## src/rtl/iq_upconv.sv

```systemverilog
// rtl/iq_upconv.sv - quadrature upconverter: s = I*cos - Q*sin, rounded and saturated
//
// Ports:
//   i_clk, i_reset_n      clock, asynchronous active-low reset
//   i_ce                  sample-rate enable; nothing advances while low
//   i_valid / o_ready     input handshake (o_ready is combinational: i_ce & (~o_valid | i_ready))
//   i_sig_i, i_sig_q      signed baseband I/Q, IW bits
//   i_lo_i, i_lo_q        signed LO cos/sin, sine_lookup_width bits
//   o_valid / i_ready     output handshake
//   o_signal, o_sat       real output sample and its saturation flag
//   i_sat_clr             synchronous clear of o_sat_count (wins over increment)
//   o_sat_count           saturating count of delivered saturated samples
module iq_upconv #(
    parameter int IW                = 16,
    parameter int sine_lookup_width = 16,
    parameter int CW                = 16
) (
    input  logic                                i_clk,
    input  logic                                i_reset_n,
    input  logic                                i_ce,
    input  logic                                i_valid,
    output logic                                o_ready,
    input  logic signed [IW-1:0]                i_sig_i,
    input  logic signed [IW-1:0]                i_sig_q,
    input  logic signed [sine_lookup_width-1:0] i_lo_i,
    input  logic signed [sine_lookup_width-1:0] i_lo_q,
    output logic                                o_valid,
    input  logic                                i_ready,
    output logic signed [IW-1:0]                o_signal,
    output logic                                o_sat,
    input  logic                                i_sat_clr,
    output logic [CW-1:0]                       o_sat_count
);

    localparam int LW = sine_lookup_width;
    localparam int PW = IW + LW;       // product width
    localparam int DW = PW + 1;        // difference width

    // Half an output LSB, added before the arithmetic shift for round-half-up.
    localparam logic signed [DW-1:0] RND     = {{(DW-LW+1){1'b0}}, 1'b1, {(LW-2){1'b0}}};
    localparam logic signed [DW-1:0] SAT_MAX = {{(DW-IW+1){1'b0}}, {(IW-1){1'b1}}};
    localparam logic signed [DW-1:0] SAT_MIN = {{(DW-IW+1){1'b1}}, {(IW-1){1'b0}}};
    localparam logic [CW-1:0]        CNT_MAX = '1;

    logic adv;

    // Stage 1: captured operands
    logic                 v1;
    logic signed [IW-1:0] s1_i, s1_q;
    logic signed [LW-1:0] s1_cos, s1_sin;

    // Stage 2: products
    logic                 v2;
    logic signed [PW-1:0] p_i, p_q;

    // Operands sign-extended to the product width so the multiply is full precision.
    logic signed [PW-1:0] m_i_a, m_i_b, m_q_a, m_q_b;

    // Stage 3 combinational combine/round/saturate
    logic signed [DW-1:0] d;
    logic signed [DW-1:0] r;
    logic signed [IW-1:0] sat_val;
    logic                 sat_flag;

    // The whole pipeline moves as one; a held output blocks every stage.
    assign adv     = i_ce & (~o_valid | i_ready);
    assign o_ready = adv;

    assign m_i_a = {{LW{s1_i[IW-1]}}, s1_i};
    assign m_i_b = {{IW{s1_cos[LW-1]}}, s1_cos};
    assign m_q_a = {{LW{s1_q[IW-1]}}, s1_q};
    assign m_q_b = {{IW{s1_sin[LW-1]}}, s1_sin};

    assign d = {p_i[PW-1], p_i} - {p_q[PW-1], p_q};
    assign r = (d + RND) >>> (LW - 1);

    always_comb begin
        sat_val  = r[IW-1:0];
        sat_flag = 1'b0;
        if (r > SAT_MAX) begin
            sat_val  = SAT_MAX[IW-1:0];
            sat_flag = 1'b1;
        end else if (r < SAT_MIN) begin
            sat_val  = SAT_MIN[IW-1:0];
            sat_flag = 1'b1;
        end
    end

    always_ff @(posedge i_clk or negedge i_reset_n) begin
        if (!i_reset_n) begin
            v1     <= 1'b0;
            s1_i   <= '0;
            s1_q   <= '0;
            s1_cos <= '0;
            s1_sin <= '0;
            v2     <= 1'b0;
            p_i    <= '0;
            p_q    <= '0;
        end else if (adv) begin
            v1     <= i_valid;
            s1_i   <= i_sig_i;
            s1_q   <= i_sig_q;
            s1_cos <= i_lo_i;
            s1_sin <= i_lo_q;
            v2     <= v1;
            p_i    <= m_i_a * m_i_b;
            p_q    <= m_q_a * m_q_b;
        end
    end

    // Output register: data only updates for a real sample so bubbles leave
    // the last delivered value on o_signal/o_sat.
    always_ff @(posedge i_clk or negedge i_reset_n) begin
        if (!i_reset_n) begin
            o_valid  <= 1'b0;
            o_signal <= '0;
            o_sat    <= 1'b0;
        end else if (adv) begin
            o_valid <= v2;
            if (v2) begin
                o_signal <= sat_val;
                o_sat    <= sat_flag;
            end
        end
    end

    // Counts on delivery, not on generation, so a stalled sample counts once.
    always_ff @(posedge i_clk or negedge i_reset_n) begin
        if (!i_reset_n) begin
            o_sat_count <= '0;
        end else if (i_sat_clr) begin
            o_sat_count <= '0;
        end else if (o_valid && i_ready && i_ce && o_sat && (o_sat_count != CNT_MAX)) begin
            o_sat_count <= o_sat_count + 1'b1;
        end
    end

endmodule

```

## config.mk

```make
export PLATFORM = sky130hd
export DESIGN_NAME = iq_upconv
export DESIGN_NICKNAME = d
export VERILOG_FILES = /design/src/rtl/iq_upconv.sv
export SDC_FILE = /design/constraint.sdc
export NUM_CORES = 2
export LEC_CHECK = 0
export CAP_MARGIN = 10
export CORE_AREA = 2 2 209 211
export CTS_CLUSTER_DIAMETER = 100
export DETAILED_ROUTE_END_ITERATION = 7
export DIE_AREA = 0 0 211 213
export PLACE_DENSITY_LB_ADDON = 0.15
export RECOVER_POWER = 50
export SLEW_MARGIN = 10
export SYNTH_ARGS = -nofsm -noshare
export SYNTH_HDL_FRONTEND = slang
export SYNTH_SLANG_ARGS = --single-unit
```

## constraint.sdc

```tcl
create_clock -name i_clk -period 9.8 [get_ports i_clk]
set_clock_uncertainty 0.2 [all_clocks]
set_input_delay 1.96 -clock i_clk [delete_from_list [all_inputs] [get_ports i_clk]]
set_output_delay 1.96 -clock i_clk [all_outputs]
set_load 0.005 [all_outputs]
```

==> results.ini <==
[sta]
relSlewSlack_pct = -248
fin_crit_ns = 7.32
tightest_slew_ns = 5.22
tns_ns = 0
hold_slack_ns = 0.288
clock.fmax_mhz = 137
fin_crit_sh_pct = 74.7
report.final.slew_viol_count = 167
setup_viol = 0
rsz0062_at_grt = no
hold_viol = 0

[worst_setup_path]
crit_family = buffers and inverters
slowest_stage = clkbuf_1
crit_buf_inv = 2
worstPathRequired_ns = 9.85
path_cells = clkbuf_1, clkbuf_2
cp.arrival_ns = 7.37
critPathKind = input pin to asynchronous set/reset pin
cp-start-kind = input pin
max_stage_delay_ns = 3.58
critPathMaxFanout = 94
endpoint_kind = asynchronous set/reset pin

[grt]
grt-ovfl-total = 0
antenna_found_initial = 0
grt_start_max_net_pins = 99
grt_pass1_wl_mm = 107
grtUsageTotal_pct = 30.3
grt_pass1_vias = 22200

[clock_network]
cts_buffer_depth = 2
path_clk_slew_ns = 0.07
post_cts_buffers = 0
cts_root_buf = clkbuf_16
tritoncts = built
holdBufCountCts = 0
insertion_delay_ns = 0.47
cts_sinks = 164
cts_resized = 0
htreeDepth = 4
cts-buffers-inserted = 17

[placement]
portBuffers = 104
hpwl_mm = 49.6
place.gp.congestion = 0.949

[job]
maxCapViolations = 2

[drt]
num_vias = 20200
postRouteWirelength_mm = 62.6
wl_per_cell_um = 17.4
avgViaCountPerCell = 5.63
dr.pass1.iters = 5
ant_nets = 0
drt_iter0_drc = 1402
drcViolationCount = 0

[yosys]
syn_avg_cell_area_um2 = 9.13
synth-edff-count = 0
synth_cells = 3015
ys_ff_latch = 164
syn_nets = 3835
synthFlopType = dfrtp_1
ys_seq_area_share_pct = 14.9
yosys.cell_types.count = 64
async_flop_share_pct = 100
syn-cell-area_mm2 = 0.0275
synth-warning-count = 0

[final_layout]
drive_gt1_share_pct = 2.30
layout_common_cells = 623 x inv_1, 545 x nand2_1, 524 x fa_1, 257 x and2_1, 226 x ha_1
layout_commonest_cell = inv_1
final_nets = 3852
area_growth_pct = 7.07
diodes = 0

[die]
fp.dieH_um = 213
core_mm2 = 0.0427
io_pins = 105
die_area_mm2 = 0.0449
num_rows = 76
initial_core_util_pct = 64.5
dieWidth_um = 211

[status]
outcome = complete, but fails checks
violations = capacitance limit, slew limit

[worst_hold_path]
hp-class = register to register

[kinds of logic after synthesis]
group,count (synthesis),share of synthesized area [%]
AOI/OAI and AO/OA,300,7.33
xor gates and xnor gates,93,2.96
adders and majority gates,750,48.4
buffers and inverters,734,10.1
DFF,164,14.9
and+or+nand+nor,974,16.4
[layout make-up]
class	count	area [um^2]
multi-input cells	2117	20700
fillers	3362	13200
flip-flops and latches	164	4100
inverters	624	2340
repair buffers	108	1060
well taps	546	683
clock buffers	17	425
clock inverters	15	186
[worst paths after layout]
path	slack, ns	cells after the start	from	end
max	2.48	2	i_reset_n	p_q[20]
min	0.29	2	p_q[13]	p_q[13]
max reg2reg	2.54	20	s1_cos[1]	p_i[30]
min reg2reg	0.29	2	p_q[13]	p_q[13]
max in group i_clk	2.54	20	s1_cos[1]	p_i[30]
min in group asynchronous	3.19	1	i_reset_n	o_sat_count[10]
[sequential cells by signal (all words and copies together) (netlist names)]
signal,cells
s1_cos,16
o_sat,1
o_valid,1
p_i,32
o_signal,16
v2,1
p_q,32
o_sat_count,16
s1_i,16
s1_q,16
v1,1
s1_sin,16
[layer usage]
metal  wire (um)  GRT usage (%)  part of all wire [%]
met1       26300           41.1                    42
met2       30800           50.9                    49
met3        3820           4.09                   6.1
met4        1630           10.2                   2.6
met5           0              0                     0
[cell usage after synthesis (9+ instances only)]
cell type	count	area share (%)
dfrtp_1	164	15
nand2b_1	17	0.39
a21o_1	40	1.1
nand4_1	10	0.23
clkbuf_1	103	1.4
inv_1	624	8.5
xor2_1	37	1.2
xnor2_1	56	1.8
and2_1	257	5.8
fa_1	524	38
nor3_1	14	0.25
nand2_1	545	7.4
nor2_1	86	1.2
a21oi_1	63	1.1
a311oi_2	9	0.49
a211oi_1	9	0.25
ha_1	226	10
nand3_1	18	0.33
o21ai_0	100	1.8
[through the flow]
stage               cell area (um^2)  std cells  setup slack, ns  utilization [%]
floorplan                      27500       3015             3.31                -
global placement               28900       3559             2.84             67.6
detailed placement             28900       3559             2.66             67.6
CTS                            29500       3591             2.60             69.1
global route                   29500       3591             1.24             69.0
finish                         29500       3591             2.48             69.0
Power is not shown: default switching activity piles up to over one toggle a cycle in this logic, so the estimate is an artifact.
